<file path="config.mk">
export PLATFORM = sky130hd
export DESIGN_NAME = fret_pos_loader
export DESIGN_NICKNAME = d
export VERILOG_FILES = /design/src/rtl/fret_pos_loader.sv
export SDC_FILE = /design/constraint.sdc
export NUM_CORES = 1
export LEC_CHECK = 0
export CELL_PAD_IN_SITES_DETAIL_PLACEMENT = 1
export CELL_PAD_IN_SITES_GLOBAL_PLACEMENT = 1
export CORE_ASPECT_RATIO = 0.75
export CORE_MARGIN = 2
export CORE_UTILIZATION = 45
export DETAILED_ROUTE_END_ITERATION = 12
export PLACE_DENSITY_LB_ADDON = 0.1
export SLEW_MARGIN = 20
export SYNTH_ARGS = -nofsm -noshare
export SYNTH_HDL_FRONTEND = slang
export SYNTH_SLANG_ARGS = --single-unit
</file>
<file path="constraint.sdc">
create_clock -name CLK -period 6 [get_ports CLK]
set_input_delay 1.2 -clock CLK [delete_from_list [all_inputs] [get_ports CLK]]
set_output_delay 1.2 -clock CLK [all_outputs]
set_load 0.01 [all_outputs]
</file>
<file path="src/rtl/fret_pos_loader.sv">
// Fret position loader: shadow registers for five fret positions and a strum
// time, applied atomically to the active outputs on the next VSync after a
// Commit, or forced after TIMEOUT cycles of waiting.
// Optional build macro: POS_CLAMP_EN clamps written x to 1279 and y to 719.
module fret_pos_loader #(
  parameter logic [19:0] TIMEOUT = 20'hFFFFF
) (
  input  logic        CLK,
  input  logic        RST_N,
  input  logic        VSync,
  input  logic        WrEn,
  input  logic [2:0]  WrSel,
  input  logic [23:0] WrData,
  input  logic        Commit,
  output logic        WrReady,
  output logic [23:0] GreenPos,
  output logic [23:0] RedPos,
  output logic [23:0] YellowPos,
  output logic [23:0] BluePos,
  output logic [23:0] OrangePos,
  output logic [3:0]  StrumTime,
  output logic        Applied,
  output logic        TimedOut
);

  typedef enum logic [1:0] {StIdle, StPend, StApply} state_e;

  state_e      state_q, state_d;
  logic [19:0] cnt_q, cnt_d;
  logic        timed_out_q, timed_out_d;
  logic        applied_q;
  logic        accept_wr;
  logic        load;

  logic [23:0] shadow_pos_q [5];
  logic [23:0] active_pos_q [5];
  logic [3:0]  shadow_strum_q;
  logic [3:0]  active_strum_q;

  logic [10:0] wr_x;
  logic [9:0]  wr_y;
  logic [23:0] wr_pos;

  // Padding bits of a position write are never stored.
  logic unused_wr;
  assign unused_wr = ^{WrData[23:22], WrData[11]};

  // Format a position write: zero the padding bits, optionally clamp x/y.
  always_comb begin
    wr_x = WrData[10:0];
    wr_y = WrData[21:12];
`ifdef POS_CLAMP_EN
    if (wr_x > 11'd1279) wr_x = 11'd1279;
    if (wr_y > 10'd719)  wr_y = 10'd719;
`endif
    wr_pos = {2'b00, wr_y, 1'b0, wr_x};
  end

  // Next-state logic: commit handshake, VSync/timeout wait, one-cycle apply.
  always_comb begin
    state_d     = state_q;
    cnt_d       = cnt_q;
    timed_out_d = timed_out_q;
    accept_wr   = 1'b0;
    load        = 1'b0;
    unique case (state_q)
      StIdle: begin
        accept_wr = WrEn;
        if (Commit) begin
          state_d = StPend;
          cnt_d   = '0;
        end
      end
      StPend: begin
        if (cnt_q != 20'hFFFFF) cnt_d = cnt_q + 20'd1;
        // VSync wins over a timeout landing on the same edge.
        if (VSync) begin
          state_d     = StApply;
          timed_out_d = 1'b0;
        end else if (({1'b0, cnt_q} + 21'd1) >= {1'b0, TIMEOUT}) begin
          state_d     = StApply;
          timed_out_d = 1'b1;
        end
      end
      StApply: begin
        load    = 1'b1;
        state_d = StIdle;
      end
      default: state_d = StIdle;
    endcase
  end

  // Control state registers.
  always_ff @(posedge CLK or negedge RST_N) begin
    if (!RST_N) begin
      state_q     <= StIdle;
      cnt_q       <= '0;
      timed_out_q <= 1'b0;
      applied_q   <= 1'b0;
    end else begin
      state_q     <= state_d;
      cnt_q       <= cnt_d;
      timed_out_q <= timed_out_d;
      applied_q   <= load;
    end
  end

  // Shadow writes (IDLE only) and atomic shadow-to-active transfer on APPLY.
  always_ff @(posedge CLK or negedge RST_N) begin
    if (!RST_N) begin
      for (int i = 0; i < 5; i++) begin
        shadow_pos_q[i] <= '0;
        active_pos_q[i] <= '0;
      end
      shadow_strum_q <= '0;
      active_strum_q <= '0;
    end else begin
      for (int i = 0; i < 5; i++) begin
        if (accept_wr && (WrSel == 3'(i))) shadow_pos_q[i] <= wr_pos;
        if (load) active_pos_q[i] <= shadow_pos_q[i];
      end
      if (accept_wr && (WrSel == 3'd5)) shadow_strum_q <= WrData[3:0];
      if (load) active_strum_q <= shadow_strum_q;
    end
  end

  assign WrReady   = (state_q == StIdle);
  assign GreenPos  = active_pos_q[0];
  assign RedPos    = active_pos_q[1];
  assign YellowPos = active_pos_q[2];
  assign BluePos   = active_pos_q[3];
  assign OrangePos = active_pos_q[4];
  assign StrumTime = active_strum_q;
  assign Applied   = applied_q;
  assign TimedOut  = timed_out_q;

endmodule

</file>
==> reports/qor.tcl <==
set qor(reg2regPathDepth) 7
set qor(final_hold_violations) 0
set qor(grt_pass1_vias) 7421
set qor(synth_sequential_area_ratio_pct) 61.2
set qor(detailroute.via_count) 7190
set qor(cts-htree-levels) 1
set qor(areaGrowthSynthToFinish_pct) 23.7
set qor(synth_top_family_by_area) {simple AND/OR/NAND/NOR gates}
set qor(post_synth_and_or_nand_nor_area_fraction_pct) 17.8
set qor(ioPinCount) 159
set qor(core_um2) 21400
set qor(grt_max_degree) 102
set qor(register_area_um2) 6060
set qor(detail_route.wirelength.met1_mm) 12.6
set qor(critical_path_class) {reg -> reg}
set qor(port_buffers) 140
set qor(drt_pass1_iterations) 4
set qor(reg2reg_slack_ns) 2.32
set qor(slew-limit-headroom_pct) 30.3
set qor(path_max_fanout) 21
set qor(overall_global_routing_usage_pct) 22.8
set qor(finalNetCount) 1078
set qor(maxClockFrequency_mhz) 272
set qor(critPathTopFamily) {simple AND/OR/NAND/NOR gates}
set qor(slowest_stage) {and2_1}
set qor(max_cap_viol_count) 0
set qor(route.met2.wl_mm) 11.6
set qor(timing_worst_slew_pin_value_ns) 1.05
set qor(reg_clk_slew_reported_paths_ns) 0.06
set qor(vias_per_cell) 5.34
set qor(highest_layer) {met4}
set qor(synth-seq-cells) 242
set qor(hold_depth) 2
set qor(wl_met3_mm) 1.18
set qor(post-cts-setup-buffers) 0
set qor(synthXorXnorAreaFrac_pct) 0.177
set qor(setup-violations-final) 0
set qor(route.detailed.drc) 0
set qor(synthFlopType) {dfrtp_1}
set qor(detailed_route_wire_length_per_cell_um) 19.2
set qor(fin_util_pct) 57.3
set qor(globalRouteOverflowTotal) 0
set qor(cts_tree) {yes}
set qor(yosys_warnings) 0
set qor(finalWirelength_mm) 25.8
set qor(min_period_ns) 3.68
set qor(tns_ns) 0
set qor(synth_enable_flop_cells) 0
set qor(postCtsResizedCells) 0
set qor(muxShareOfSynthArea_pct) 12.4
set qor(place.detailed.instances) 1305
set qor(hold_end) {GreenPos[6]}
set qor(synth_async_sr_flop_share_pct) 100
set qor(status) {finished clean}
set qor(cts.sinks) 242
set qor(p_per_area_nw_per_um2) 504
set qor(number_of_filler_instances_in_the_final_layout) 2270
set qor(place_congestion) 0.868
set qor(hold_slack_ns) 0.460
set qor(cpPeakStageDelay_ns) 0.75
set qor(grt_first_pass_wirelength_mm) 41.8
set qor(power.static_leakage_nw) 5.72
set qor(synth_fa_ha_area_share_pct) 0.253
set qor(initial_drc_count) 403
set qor(min_from) {shadow_pos_q[102]}
set qor(cell_type_contributing_the_most_total_cell_area_after_synthesis) {dfrtp_1}
set qor(cp.arrival_ns) 4.13
set qor(hpwl_detailed_mm) 16.3
set qor(rsz0062_at_grt) {no}
set qor(cts-hold-fix-buffers) 0
set qor(critPathCaptureType) {register}
set qor(startpoint_kind_of_the_worst_setup_timing_path) {register}
set qor(hp-class) {reg -> reg}
set qor(timing.final.crit_share_pct) 61.3
set qor(crit_buf_inv) 0
set qor(clock_insertion_delay_at_the_later_pin_of_the_skew_report_ns) 0.52
set qor(ir_drop_v) 0.000274
set qor(floorplan.die.height_um) 132
set qor(antenna_cells) 0
set qor(antenna_left) 0
set qor(cts.path.max_buffers) 3
set qor(critical_path.reg2reg.endpoint) {cnt_q[16]}
set qor(crit_required_ns) 6.45
set qor(r2r_start) {cnt_q[0]}
set qor(fin_worst_skew_ns) 0.0124
set qor(yosysUniqueCellTypes) 48
set qor(mappedNetlistArea_um2) 9890
set qor(floorplan.rows) 46
set qor(die_area_um2) 23200
set qor(cell_count_after_synthesis) 920
set qor(library_cell_used_as_clock_root_buffer) {clkbuf_16}
set qor(final_layout_size_suffix_gt1_share_pct) 15.7
set qor(netlist.area_leader.share_pct) 61.2
set qor(crit_path_cell_trace) {ha_1 -> nand4_1 -> or4_4 -> o41ai_4 -> and2_1 -> o21ai_0 -> a21bo_2}
set qor(start_util_pct) 46.3
set qor(synth_compound_area_share_pct) 4.63
set qor(mapped_avg_cell_area_um2) 10.7
set qor(number_of_antenna_violations_at_the_first_check_in_global_routing) 1
set qor(number_of_cts_inserted_buffers) 25
set qor(timing.final.max_slew_violations) 0
set qor(main_area_contributors_after_synthesis) {dfrtp_1 61%, nand2_1 13%, mux2_2 12%, clkbuf_1 1.4%, o21ai_0 1.2%}
set qor(post_layout_nonfiller_instances) 1346
set qor(multi_input_comb_area_um2) 3550
set qor(die_x_um) 175
-- logic make-up after synthesis --
group                      Yosys count
buffers and inverters               71
other                                1
xor gates and xnor gates             2
and+or+nand+nor                    424
muxes                              109
DFF                                242
adders and majority gates            2
AOI/OAI and AO/OA                   69
-- synth_stat cells, drive strengths merged, types with 3 or more instances --
| master | instances |
|---|---|
| nor2 | 20 |
| nand4 | 10 |
| nand3 | 12 |
| clkbuf | 36 |
| a31oi | 5 |
| dfrtp | 242 |
| and2 | 4 |
| buf | 32 |
| inv | 3 |
| mux2 | 109 |
| nand4b | 5 |
| nor3 | 4 |
| nand2 | 348 |
| o31ai | 8 |
| and3 | 3 |
| o21ai | 26 |
| o41ai | 6 |
| a21oi | 11 |
| nand2b | 3 |
| nor2b | 3 |
| nor4 | 4 |
-- cell usage in the layout, fill, tap and decap left out, types with 4 or more instances in the layout --
cell and n:
a21oi_1 10, nand4b_1 5, clkbuf_1 6, clkbuf_8 4, o41ai_1 5, nand3_1 12
o31ai_1 8, nor3_1 4, dfrtp_1 242, nand2_1 348, clkinv_2 4, nor2_1 19
o21ai_0 24, buf_4 11, and2_1 4, clkbuf_16 25, nand4_1 9, conb_1 15
clkdlybuf4s50_1 139, a31oi_1 5, mux2_2 109
-- how the worst max path moves through the flow --
stage               startpoint                to  slack, ns  cells after the start
floorplan             WrSel[1]  shadow_pos_q[72]       3.37                      4
global placement      cnt_q[0]         cnt_q[16]       2.44                      7
detailed placement    cnt_q[0]         cnt_q[15]       2.34                      7
CTS                   cnt_q[0]         cnt_q[14]       2.30                      7
global route          cnt_q[0]         cnt_q[14]       2.11                      7
finish                cnt_q[0]         cnt_q[16]       2.32                      7
-- routing by layer --
| layer | GRT usage, % | up-vias |
|---|---|---|
| met1 | 34.8 | 3714 |
| met5 | 0 | - |
| met3 | 2.91 | 32 |
| met4 | 4.63 | 0 |
| met2 | 35.0 | 171 |
| li1 | - | 3273 |
-- power breakdown --
group,internal (mW),total (mW),switching (mW)
clock,0.855,1.49,0.631
sequential,2.33,2.77,0.436
combinational,1.05,1.92,0.873
-- flip-flops by register name, indices dropped and copies added, names as in the netlist, 2 cells and up --
register and cells:
shadow_pos_q 105, BluePos 21, GreenPos 21, OrangePos 21, RedPos 21, YellowPos 21, cnt_q 20, StrumTime 4
shadow_strum_q 4, state_q 2
-- worst reg2reg max path, delay by kind of cell, from the launching register on --
kind / cells / cell delay (ns)
adders and majority gates: 1 / 0.48
and+or+nand+nor: 3 / 1.52
DFF: 1 / 0.60
AOI/OAI and AO/OA: 3 / 1.03
-- final cells by class --
class | instances | share of cell area, %
clock buffers | 35 | 5.75
clock inverters | 6 | 0.511
inverters | 3 | 0.102
multi-input cells | 621 | 29.0
flip-flops and latches | 242 | 49.5
well taps | 288 | 2.94
repair buffers | 151 | 12.2
-- through the flow --
step / instance area, um2 / worst slack [ns] / power [mW]
after floorplan: 9940 / 3.37 / 3.62
after global placement: 11500 / 2.44 / 4.60
after global routing: 12200 / 2.11 / 6.55
final: 12200 / 2.32 / 6.17
after CTS: 12200 / 2.30 / 6.26
after detailed placement: 11500 / 2.34 / 4.71
(Power assumes the default switching activity.)
